==> src/rtl/peripheral_mpram_axi4_pkg.sv <==
// Shared AXI4 encodings and bridge state set for the MPRAM AXI4 initiator/responder pair.
package peripheral_mpram_axi4_pkg;

  localparam logic [1:0] BURST_INCR  = 2'b01;
  localparam logic [1:0] RESP_OKAY   = 2'b00;
  localparam logic [1:0] RESP_SLVERR = 2'b10;
  localparam logic [1:0] RESP_DECERR = 2'b11;

  typedef enum logic [2:0] {
    IDLE,
    WR_REQ,
    WR_RESP,
    RD_REQ,
    RD_RESP
  } state_e;

endpackage

==> src/rtl/peripheral_mpram_master_axi4.sv <==
// AXI4 initiator: turns a req/gnt memory port into single-beat AXI4 reads/writes, one outstanding.
//
// state   | meaning
// IDLE    | waiting for req_i, gnt_o asserted combinationally
// WR_REQ  | AW and W offered, each retired independently
// WR_RESP | b_ready high, waiting for the write response
// RD_REQ  | AR offered
// RD_RESP | r_ready high, waiting for the read beat
module peripheral_mpram_master_axi4
  import peripheral_mpram_axi4_pkg::*;
#(
  parameter int AXI_ID_WIDTH   = 10,
  parameter int AXI_ADDR_WIDTH = 64,
  parameter int AXI_DATA_WIDTH = 64,
  parameter int AXI_STRB_WIDTH = 8,
  parameter int AXI_USER_WIDTH = 10,
  parameter logic [AXI_ID_WIDTH-1:0] TXN_ID = '0
) (
  input  logic                      clk_i,
  input  logic                      rst_ni,
  input  logic                      req_i,
  input  logic                      we_i,
  input  logic [AXI_ADDR_WIDTH-1:0] addr_i,
  input  logic [AXI_STRB_WIDTH-1:0] be_i,
  input  logic [AXI_DATA_WIDTH-1:0] data_i,
  output logic                      gnt_o,
  output logic                      rvalid_o,
  output logic [AXI_DATA_WIDTH-1:0] data_o,
  output logic                      err_o,

  output logic [AXI_ID_WIDTH-1:0]   axi_aw_id,
  output logic [AXI_ADDR_WIDTH-1:0] axi_aw_addr,
  output logic [7:0]                axi_aw_len,
  output logic [2:0]                axi_aw_size,
  output logic [1:0]                axi_aw_burst,
  output logic                      axi_aw_lock,
  output logic [3:0]                axi_aw_cache,
  output logic [2:0]                axi_aw_prot,
  output logic [3:0]                axi_aw_qos,
  output logic [3:0]                axi_aw_region,
  output logic [AXI_USER_WIDTH-1:0] axi_aw_user,
  output logic                      axi_aw_valid,
  input  logic                      axi_aw_ready,

  output logic [AXI_ID_WIDTH-1:0]   axi_ar_id,
  output logic [AXI_ADDR_WIDTH-1:0] axi_ar_addr,
  output logic [7:0]                axi_ar_len,
  output logic [2:0]                axi_ar_size,
  output logic [1:0]                axi_ar_burst,
  output logic                      axi_ar_lock,
  output logic [3:0]                axi_ar_cache,
  output logic [2:0]                axi_ar_prot,
  output logic [3:0]                axi_ar_qos,
  output logic [3:0]                axi_ar_region,
  output logic [AXI_USER_WIDTH-1:0] axi_ar_user,
  output logic                      axi_ar_valid,
  input  logic                      axi_ar_ready,

  output logic [AXI_DATA_WIDTH-1:0] axi_w_data,
  output logic [AXI_STRB_WIDTH-1:0] axi_w_strb,
  output logic                      axi_w_last,
  output logic [AXI_USER_WIDTH-1:0] axi_w_user,
  output logic                      axi_w_valid,
  input  logic                      axi_w_ready,

  input  logic [AXI_ID_WIDTH-1:0]   axi_r_id,
  input  logic [AXI_DATA_WIDTH-1:0] axi_r_data,
  input  logic [1:0]                axi_r_resp,
  input  logic                      axi_r_last,
  input  logic [AXI_USER_WIDTH-1:0] axi_r_user,
  input  logic                      axi_r_valid,
  output logic                      axi_r_ready,

  input  logic [AXI_ID_WIDTH-1:0]   axi_b_id,
  input  logic [1:0]                axi_b_resp,
  input  logic [AXI_USER_WIDTH-1:0] axi_b_user,
  input  logic                      axi_b_valid,
  output logic                      axi_b_ready
);

  localparam logic [2:0] AXI_SIZE = 3'($clog2(AXI_STRB_WIDTH));

  state_e                    state;
  logic [AXI_ADDR_WIDTH-1:0] addr_q;
  logic [AXI_DATA_WIDTH-1:0] data_q;
  logic [AXI_STRB_WIDTH-1:0] strb_q;
  logic [AXI_DATA_WIDTH-1:0] rdata_q;
  logic aw_valid_q, w_valid_q, ar_valid_q, b_ready_q, r_ready_q;
  logic rvalid_q, err_q;

  logic aw_hs, w_hs, ar_hs, b_hs, r_hs;
  logic aw_done, w_done;

  assign aw_hs = aw_valid_q & axi_aw_ready;
  assign w_hs  = w_valid_q & axi_w_ready;
  assign ar_hs = ar_valid_q & axi_ar_ready;
  assign b_hs  = b_ready_q & axi_b_valid;
  assign r_hs  = r_ready_q & axi_r_valid;

  // In WR_REQ a channel is done once its valid has dropped or is handshaking now.
  assign aw_done = aw_hs | ~aw_valid_q;
  assign w_done  = w_hs | ~w_valid_q;

  assign gnt_o = req_i && (state == IDLE);

  always_ff @(posedge clk_i or negedge rst_ni) begin
    if (!rst_ni) begin
      state      <= IDLE;
      addr_q     <= '0;
      data_q     <= '0;
      strb_q     <= '0;
      rdata_q    <= '0;
      aw_valid_q <= 1'b0;
      w_valid_q  <= 1'b0;
      ar_valid_q <= 1'b0;
      b_ready_q  <= 1'b0;
      r_ready_q  <= 1'b0;
      rvalid_q   <= 1'b0;
      err_q      <= 1'b0;
    end else begin
      rvalid_q <= 1'b0;
      err_q    <= 1'b0;
      case (state)
        IDLE: begin
          if (req_i) begin
            addr_q <= addr_i;
            data_q <= data_i;
            strb_q <= be_i;
            if (we_i) begin
              state      <= WR_REQ;
              aw_valid_q <= 1'b1;
              w_valid_q  <= 1'b1;
            end else begin
              state      <= RD_REQ;
              ar_valid_q <= 1'b1;
            end
          end
        end
        WR_REQ: begin
          if (aw_hs) aw_valid_q <= 1'b0;
          if (w_hs)  w_valid_q  <= 1'b0;
          if (aw_done && w_done) begin
            state     <= WR_RESP;
            b_ready_q <= 1'b1;
          end
        end
        WR_RESP: begin
          if (b_hs) begin
            state     <= IDLE;
            b_ready_q <= 1'b0;
            rvalid_q  <= 1'b1;
            err_q     <= axi_b_resp[1];
          end
        end
        RD_REQ: begin
          if (ar_hs) begin
            state      <= RD_RESP;
            ar_valid_q <= 1'b0;
            r_ready_q  <= 1'b1;
          end
        end
        RD_RESP: begin
          if (r_hs) begin
            state     <= IDLE;
            r_ready_q <= 1'b0;
            rdata_q   <= axi_r_data;
            rvalid_q  <= 1'b1;
            err_q     <= axi_r_resp[1] | ~axi_r_last;
          end
        end
        default: state <= IDLE;
      endcase
    end
  end

  assign rvalid_o = rvalid_q;
  assign err_o    = err_q;
  assign data_o   = rdata_q;

  assign axi_aw_id     = TXN_ID;
  assign axi_aw_addr   = addr_q;
  assign axi_aw_len    = 8'd0;
  assign axi_aw_size   = AXI_SIZE;
  assign axi_aw_burst  = BURST_INCR;
  assign axi_aw_lock   = 1'b0;
  assign axi_aw_cache  = 4'b0000;
  assign axi_aw_prot   = 3'b000;
  assign axi_aw_qos    = 4'd0;
  assign axi_aw_region = 4'd0;
  assign axi_aw_user   = '0;
  assign axi_aw_valid  = aw_valid_q;

  assign axi_ar_id     = TXN_ID;
  assign axi_ar_addr   = addr_q;
  assign axi_ar_len    = 8'd0;
  assign axi_ar_size   = AXI_SIZE;
  assign axi_ar_burst  = BURST_INCR;
  assign axi_ar_lock   = 1'b0;
  assign axi_ar_cache  = 4'b0000;
  assign axi_ar_prot   = 3'b000;
  assign axi_ar_qos    = 4'd0;
  assign axi_ar_region = 4'd0;
  assign axi_ar_user   = '0;
  assign axi_ar_valid  = ar_valid_q;

  assign axi_w_data  = data_q;
  assign axi_w_strb  = strb_q;
  assign axi_w_last  = 1'b1;
  assign axi_w_user  = '0;
  assign axi_w_valid = w_valid_q;

  assign axi_b_ready = b_ready_q;
  assign axi_r_ready = r_ready_q;

  // IDs, user fields and the low response bits carry nothing this initiator acts on.
  logic unused_inputs;
  assign unused_inputs = ^{axi_r_id, axi_r_user, axi_b_id, axi_b_user, axi_r_resp[0], axi_b_resp[0]};

endmodule

==> config.mk <==
export PLATFORM = sky130hd
export DESIGN_NAME = peripheral_mpram_master_axi4
export DESIGN_NICKNAME = d
export VERILOG_FILES = /design/src/rtl/peripheral_mpram_axi4_pkg.sv /design/src/rtl/peripheral_mpram_master_axi4.sv
export SDC_FILE = /design/constraint.sdc
export NUM_CORES = 1
export LEC_CHECK = 0
export ABC_CLOCK_PERIOD_IN_PS = 1700
export CAP_MARGIN = 15
export CORE_AREA = 3 3 247 249
export CTS_CLUSTER_DIAMETER = 200
export DETAILED_ROUTE_END_ITERATION = 8
export DIE_AREA = 0 0 250 252
export SYNTH_ARGS = -nofsm -noshare
export SYNTH_HDL_FRONTEND = slang
export SYNTH_SLANG_ARGS = --single-unit
==> constraint.sdc <==
create_clock -name clk_i -period 1.7 [get_ports clk_i]
set_input_delay 0.255 -clock clk_i [delete_from_list [all_inputs] [get_ports clk_i]]
set_output_delay 0.255 -clock clk_i [all_outputs]
set_load 0.02 [all_outputs]
## After elaboration in Yosys (flattened, before gate mapping)

Cells that the tools add are included.

- Mux-type cells: 29
- Bitwise operators: 11
- Eq/ne operators: 13
- Reduce and logical (&&, ||, !) cells: 15

Operator list:

| kind | count |
|---|---|
| 2-bit != test, second input constant | 9 |
| 1-bit 2-to-1 mux | 15 |
| 3-bit 2-to-1 mux | 5 |
| 3-bit case mux with 5 select lines | 1 |
| 1-bit case mux with 2 select lines | 7 |
| 4-bit AND reduction | 3 |
| 2-bit nonzero test | 4 |
| 3-bit by 2-bit equality test with 1-bit output, second input constant | 2 |
| 3-bit AND reduction | 2 |
| 1-bit bitwise AND | 5 |
| 5-bit AND reduction | 1 |
| 2-bit AND reduction | 2 |
| 3-bit by 1-bit equality test with 1-bit output, second input constant | 1 |
| 3-bit equality test, second input constant | 1 |
| 3-bit logical NOT | 1 |
| 1-bit inverter | 3 |
| 1-bit OR | 3 |
| 1-bit logical AND | 2 |
| 2-bit 2-to-1 mux | 1 |

- Word-level logic and storage cells: 80
- Input bits: 254
- Register bits after elaboration: 210
- Output and inout bits: 381

## Logic depth before layout (Yosys ltp)

- Depth after elaboration: 5
- Depth in mapped cells: 5
- Mapped depth without buffers: 3

## Worst setup path before layout

No wires, ideal clock.

- Path type: reg2reg
- Start: reg state[1]
- End: reg data_q[50], in the netlist axi_w_data[50]
- Setup slack: 0.101 ns
- Path buffers: 2
- Stages on the path, launching flop included: 5
- Arrival time: 1.474 ns
- Required time: 1.575 ns
- Cell sequence: dfrtp_1 -> nor4b_4 -> buf_6 -> buf_12 -> mux2_2

- Word-level cells in the longest chain between the ends: 2

RTL lines:

| element | line | source |
|---|---|---|
| from (decl) | peripheral_mpram_master_axi4.sv:83 | `state_e state;` |
| from (signal assigned) | peripheral_mpram_master_axi4.sv:108 | `state <= IDLE;` |
| from (signal assigned) | peripheral_mpram_master_axi4.sv:130 | `state <= WR_REQ;` |
| from (signal assigned) | peripheral_mpram_master_axi4.sv:134 | `state <= RD_REQ;` |
| 3-bit logical NOT | peripheral_mpram_master_axi4.sv:123 | `case (state)` |
| 2-bit AND reduction (no source line) | n/a |  |
| to (signal assigned) | peripheral_mpram_master_axi4.sv:127 | `data_q <= data_i;` |
| to (decl) | peripheral_mpram_master_axi4.sv:85 | `logic [AXI_DATA_WIDTH-1:0] data_q;` |

No other way between the ends.
A chain may end at the register's enable or synchronous reset.

## Worst setup path in the final report

- Start: reg state[0]
- End: reg addr_q[5], in the netlist axi_ar_addr[5]

- Word-level cells in the longest chain between the ends: 2

RTL lines:

| element | line | source |
|---|---|---|
| 3-bit logical NOT | peripheral_mpram_master_axi4.sv:123 |  |
| 2-bit AND reduction (no source line) | n/a |  |
| to (signal assigned) | peripheral_mpram_master_axi4.sv:126 | `addr_q <= addr_i;` |
| to (decl) | peripheral_mpram_master_axi4.sv:84 | `logic [AXI_ADDR_WIDTH-1:0] addr_q;` |

No other way between the ends.

==> results.md <==
Logic synthesis:
- The mean area per synthesized cell is 14.75 um^2.
- The sequential fraction of the synthesis area is 54.82%.
- The top cell type by total area after synthesis is dfrtp_1.
- Synthesis handed over a netlist of 650 instances.
- The combined area of all synthesized cells is 9585 um^2.
- The number of warning messages in the yosys log is 0.
- The number of distinct standard cells referenced by the synthesized netlist is 31.
- Of the post-synthesis cell area, the dominant cell type holds 54.82%.
- Counting flops and latches in the post-synthesis netlist gives 210.
- Yosys attributes the largest share of cell area to dfrtp_1, mux2_2, buf_4.

Clock tree:
- The maximum count of clock buffers along a single path is 3.
- TritonCTS built the clock tree.
- CTS built an H-tree with a depth of 1.
- CTS saw 210 sinks.
- The CTS buffer count is 27.
- At the later pin of the worst-skew pair, clock insertion delay measures 0.54 ns.
- The clock-pin slew of the registers on the worst-case setup and hold paths is 0.06 ns.
- CTS placed an instance of clkbuf_16 at the clock tree root.

Worst setup path:
- The critical path endpoint category is a flip-flop.
- The critical setup path kind is flip-flop to flip-flop.
- STA puts the critical path data arrival time at 2.29 ns.
- STA classifies the critical path startpoint as a flip-flop.
- The worst setup path startpoint is state[0]$_DFFE_PN0P_.
- The startpoint of the worst-slack reg-to-reg timing path is state[0]$_DFFE_PN0P_.
- In this run the worst path has a maximum fanout of 6.
- For the worst setup path, the data required time is 2.12 ns.

Drt:
- The first-pass iteration count of the detailed router is 4.
- The DRC marker count from the first detailed-route iteration is 185.
- The average wire per cell in the routed design is 16.31 um.
- After detailed routing, the total wire length is 31.90 mm.
- The average vias per placed instance is 3.380.
- The count of nets left with antenna violations once routing finished came out at 0.
- The total number of vias is 6611.
- The number of DRC violations after detailed routing is 0.

Timing:
- Once routing completed, OpenROAD measured the worst setup slack at -0.1698 ns.
- The relative slew slack is 64.56%.
- The post-route worst hold slack is 0.2731 ns.
- The number of setup violations in the final report is 128.
- In the final timing run, aggregate negative setup slack is -15.50 ns.
- Of the available clock period, the critical path in the final layout requires 110.0%.
- The final count of pins violating max slew was 0.
- The count of endpoints failing hold in the final timing report is 0.
- The transition at the pin with the smallest max-transition slack is 0.5317 ns.
- Setup repair after global routing could not meet its margin everywhere.
- The achievable clock frequency is 534.8 MHz.
- The shortest clock period the worst path allows after layout is 1.870 ns.
- On the final layout, the worst clock skew is 0.01466 ns.

Layout:
- At the end of the flow the core is filled with cells to 28.10%.
- Counting the fill cells in the layout gives 6118.
- The share of final-layout standard cells stronger than drive strength 1 is 28.76%.
- The net count reported at finish is 1416.
- The area added between synthesis and finish is 72.72%.
- The finished layout holds 1956 standard cells, fillers aside.

Pwr:
- In this run the power density over the cells is 1646 nW/um^2.
- VDD sags by at most 1.180 mV.
- In this run the static leakage power is 0.008172 uW.

Placement:
- Summed over all nets, the half-perimeter wirelength after detailed placement is 22.74 mm.
- The final weighted congestion of routability-driven global placement is 0.7970.
- The number of cells in the design after placement is 1879.
- Port buffering added 483 buffers.

Floorplanning:
- The die footprint is 63000 um^2.
- In this run the vertical extent of the chip is 252 um.
- The effective utilization at floorplan is 16.27%.
- The die width is 250 um.
- The region available for standard cell placement spans 58910 um^2.
- 635 I/O pins were placed.
- The row count is 89.

Global routing:
- The number of antenna violations at the first check in global routing is 0.
- The overall routing resource usage is 9.564%.
- The first global-routing pass estimated 47.10 mm of wire.
- Entering global routing, the biggest net connects 54 pins.
- The number of global-route vias before repair came to 7293.
- For this run the aggregate overflow at the end of global routing stands at 0.

Status:
- The checks that failed: negative setup slack.
- The flow ran to the end, but the final reports show violations.

Run:
- The number of maximum-capacitance constraint violations is 0.

Worst hold path:
- The type of the tightest min-delay check is primary input to async pin.
==> critical path, stage by stage, from the launching register on <==
cell and delay [ns]:
dfrtp_1 0.43, nor4b_4 0.34, buf_6 0.16, buf_12 0.13, buf_16 0.14, buf_12 0.11
buf_8 0.12, mux2_4 0.30
==> registers in the layout, indices dropped and copies added, names as in the netlist, 3 cells and up <==
name	count
axi_ar_addr	64
axi_w_strb	8
axi_w_data	64
state	3
data_o	64
==> synthesized netlist by cell type <==
master     instances
nor2_2             1
nor4b_4            1
nand4_1            2
a31oi_1            5
nand2_1            7
buf_12            14
conb_1             2
nor2b_1            4
buf_6              5
mux2_2           151
nand3b_1           1
buf_4            174
buf_2              3
and4b_1            1
a221o_1            1
a21boi_0           1
mux2_4            38
a21oi_1            3
nor4_1             1
nor2_1             2
o2bb2ai_1          2
o311ai_0           1
mux2_1            11
a21bo_2            1
o22a_1             1
clkbuf_1           1
dfrtp_1          210
nand3_1            3
o21ai_0            1
and3b_1            1
inv_1              1
==> cell type report <==
type	instances	area [um^2]	share of cell area [%]
Antenna cell	1	2.502	0.01511
Clock buffer	37	753.2	4.550
Clock inverter	12	198.9	1.202
Inverter	1	3.754	0.02267
Multi-Input combinational cell	349	3567	21.55
Sequential cell	210	5255	31.74
Tap cell	773	967.2	5.842
Timing Repair Buffer	573	5808	35.08
==> power breakdown <==
| part | total, uW | leakage [uW] | internal (uW) | switching [uW] |
|---|---|---|---|---|
| Sequential | 8120 | 0.00263 | 6810 | 1310 |
| Combinational | 13100 | 0.00508 | 6660 | 6430 |
| Clock | 6050 | 0.000463 | 3850 | 2200 |
| Total | 27300 | 0.00817 | 17300 | 9940 |
==> placed cells by master (no fill, tap or decap), types with 6 or more instances in the layout <==
master / count
dlygate4sd2_1: 268
dfrtp_1: 210
clkdlybuf4s50_1: 210
mux2_4: 170
conb_1: 109
buf_4: 32
clkbuf_16: 31
mux2_2: 30
buf_8: 20
buf_12: 19
buf_6: 10
nand2_1: 7
buf_16: 7
clkbuf_1: 6
==> path summary, 6_finish.rpt <==
path	end	slack (ns)	cells past startpoint
max	axi_ar_addr[5]$_DFFE_PN0P_	-0.17	7
min	axi_ar_addr[39]$_DFFE_PN0P_	0.27	2
max reg2reg	axi_ar_addr[5]$_DFFE_PN0P_	-0.17	7
min reg2reg	axi_w_strb[2]$_DFFE_PN0P_	0.50	1
max in group asynchronous	axi_ar_addr[33]$_DFFE_PN0P_	0.81	3
min in group clk_i	data_o[37]$_DFFE_PN0P_	0.33	2
==> through the flow <==
| stage | instance area [um^2] | setup slack (ns) | power, uW |
|---|---|---|---|
| 4_1_cts | 16470 | -0.2072 | 27760 |
| 6_report | 16560 | -0.1698 | 27260 |
| 3_5_place_dp | 14720 | -0.4016 | 21040 |
| 2_1_floorplan | 9987 | 0.1010 | 15490 |
| 3_3_place_gp | 14720 | -0.3305 | 20810 |
| 5_1_grt | 16550 | -0.2275 | 28620 |
==> logic make-up after synthesis <==
logic type,after synthesis,synth area share (%)
AO/OA/AOI/OAI,16,1.188
buffers and inverters,198,17.37
flip-flops,210,54.82
multiplexers,200,24.98
other,2,0.07835
AND/OR/NAND/NOR,24,1.553
==> timing repair <==
item,in CTS,in global routing
endpoints found under the setup margin,460,168
resized for setup,468,12
setup buffers,18,2
endpoints found under the hold margin,37,0
pin swaps,2,1
hold buffers,1,0
gates cloned,7,4
==> metal layers <==
layer | wire length, um | up-vias | track usage, %
met5 | 0 | - | 0
met4 | 511 | 0 | 1.747
met3 | 2546 | 30 | 3.175
met2 | 16590 | 305 | 17.12
met1 | 12250 | 3308 | 11.24
li1 | - | 2968 | -
No activity file was read; power rests on OpenSTA's default activity.
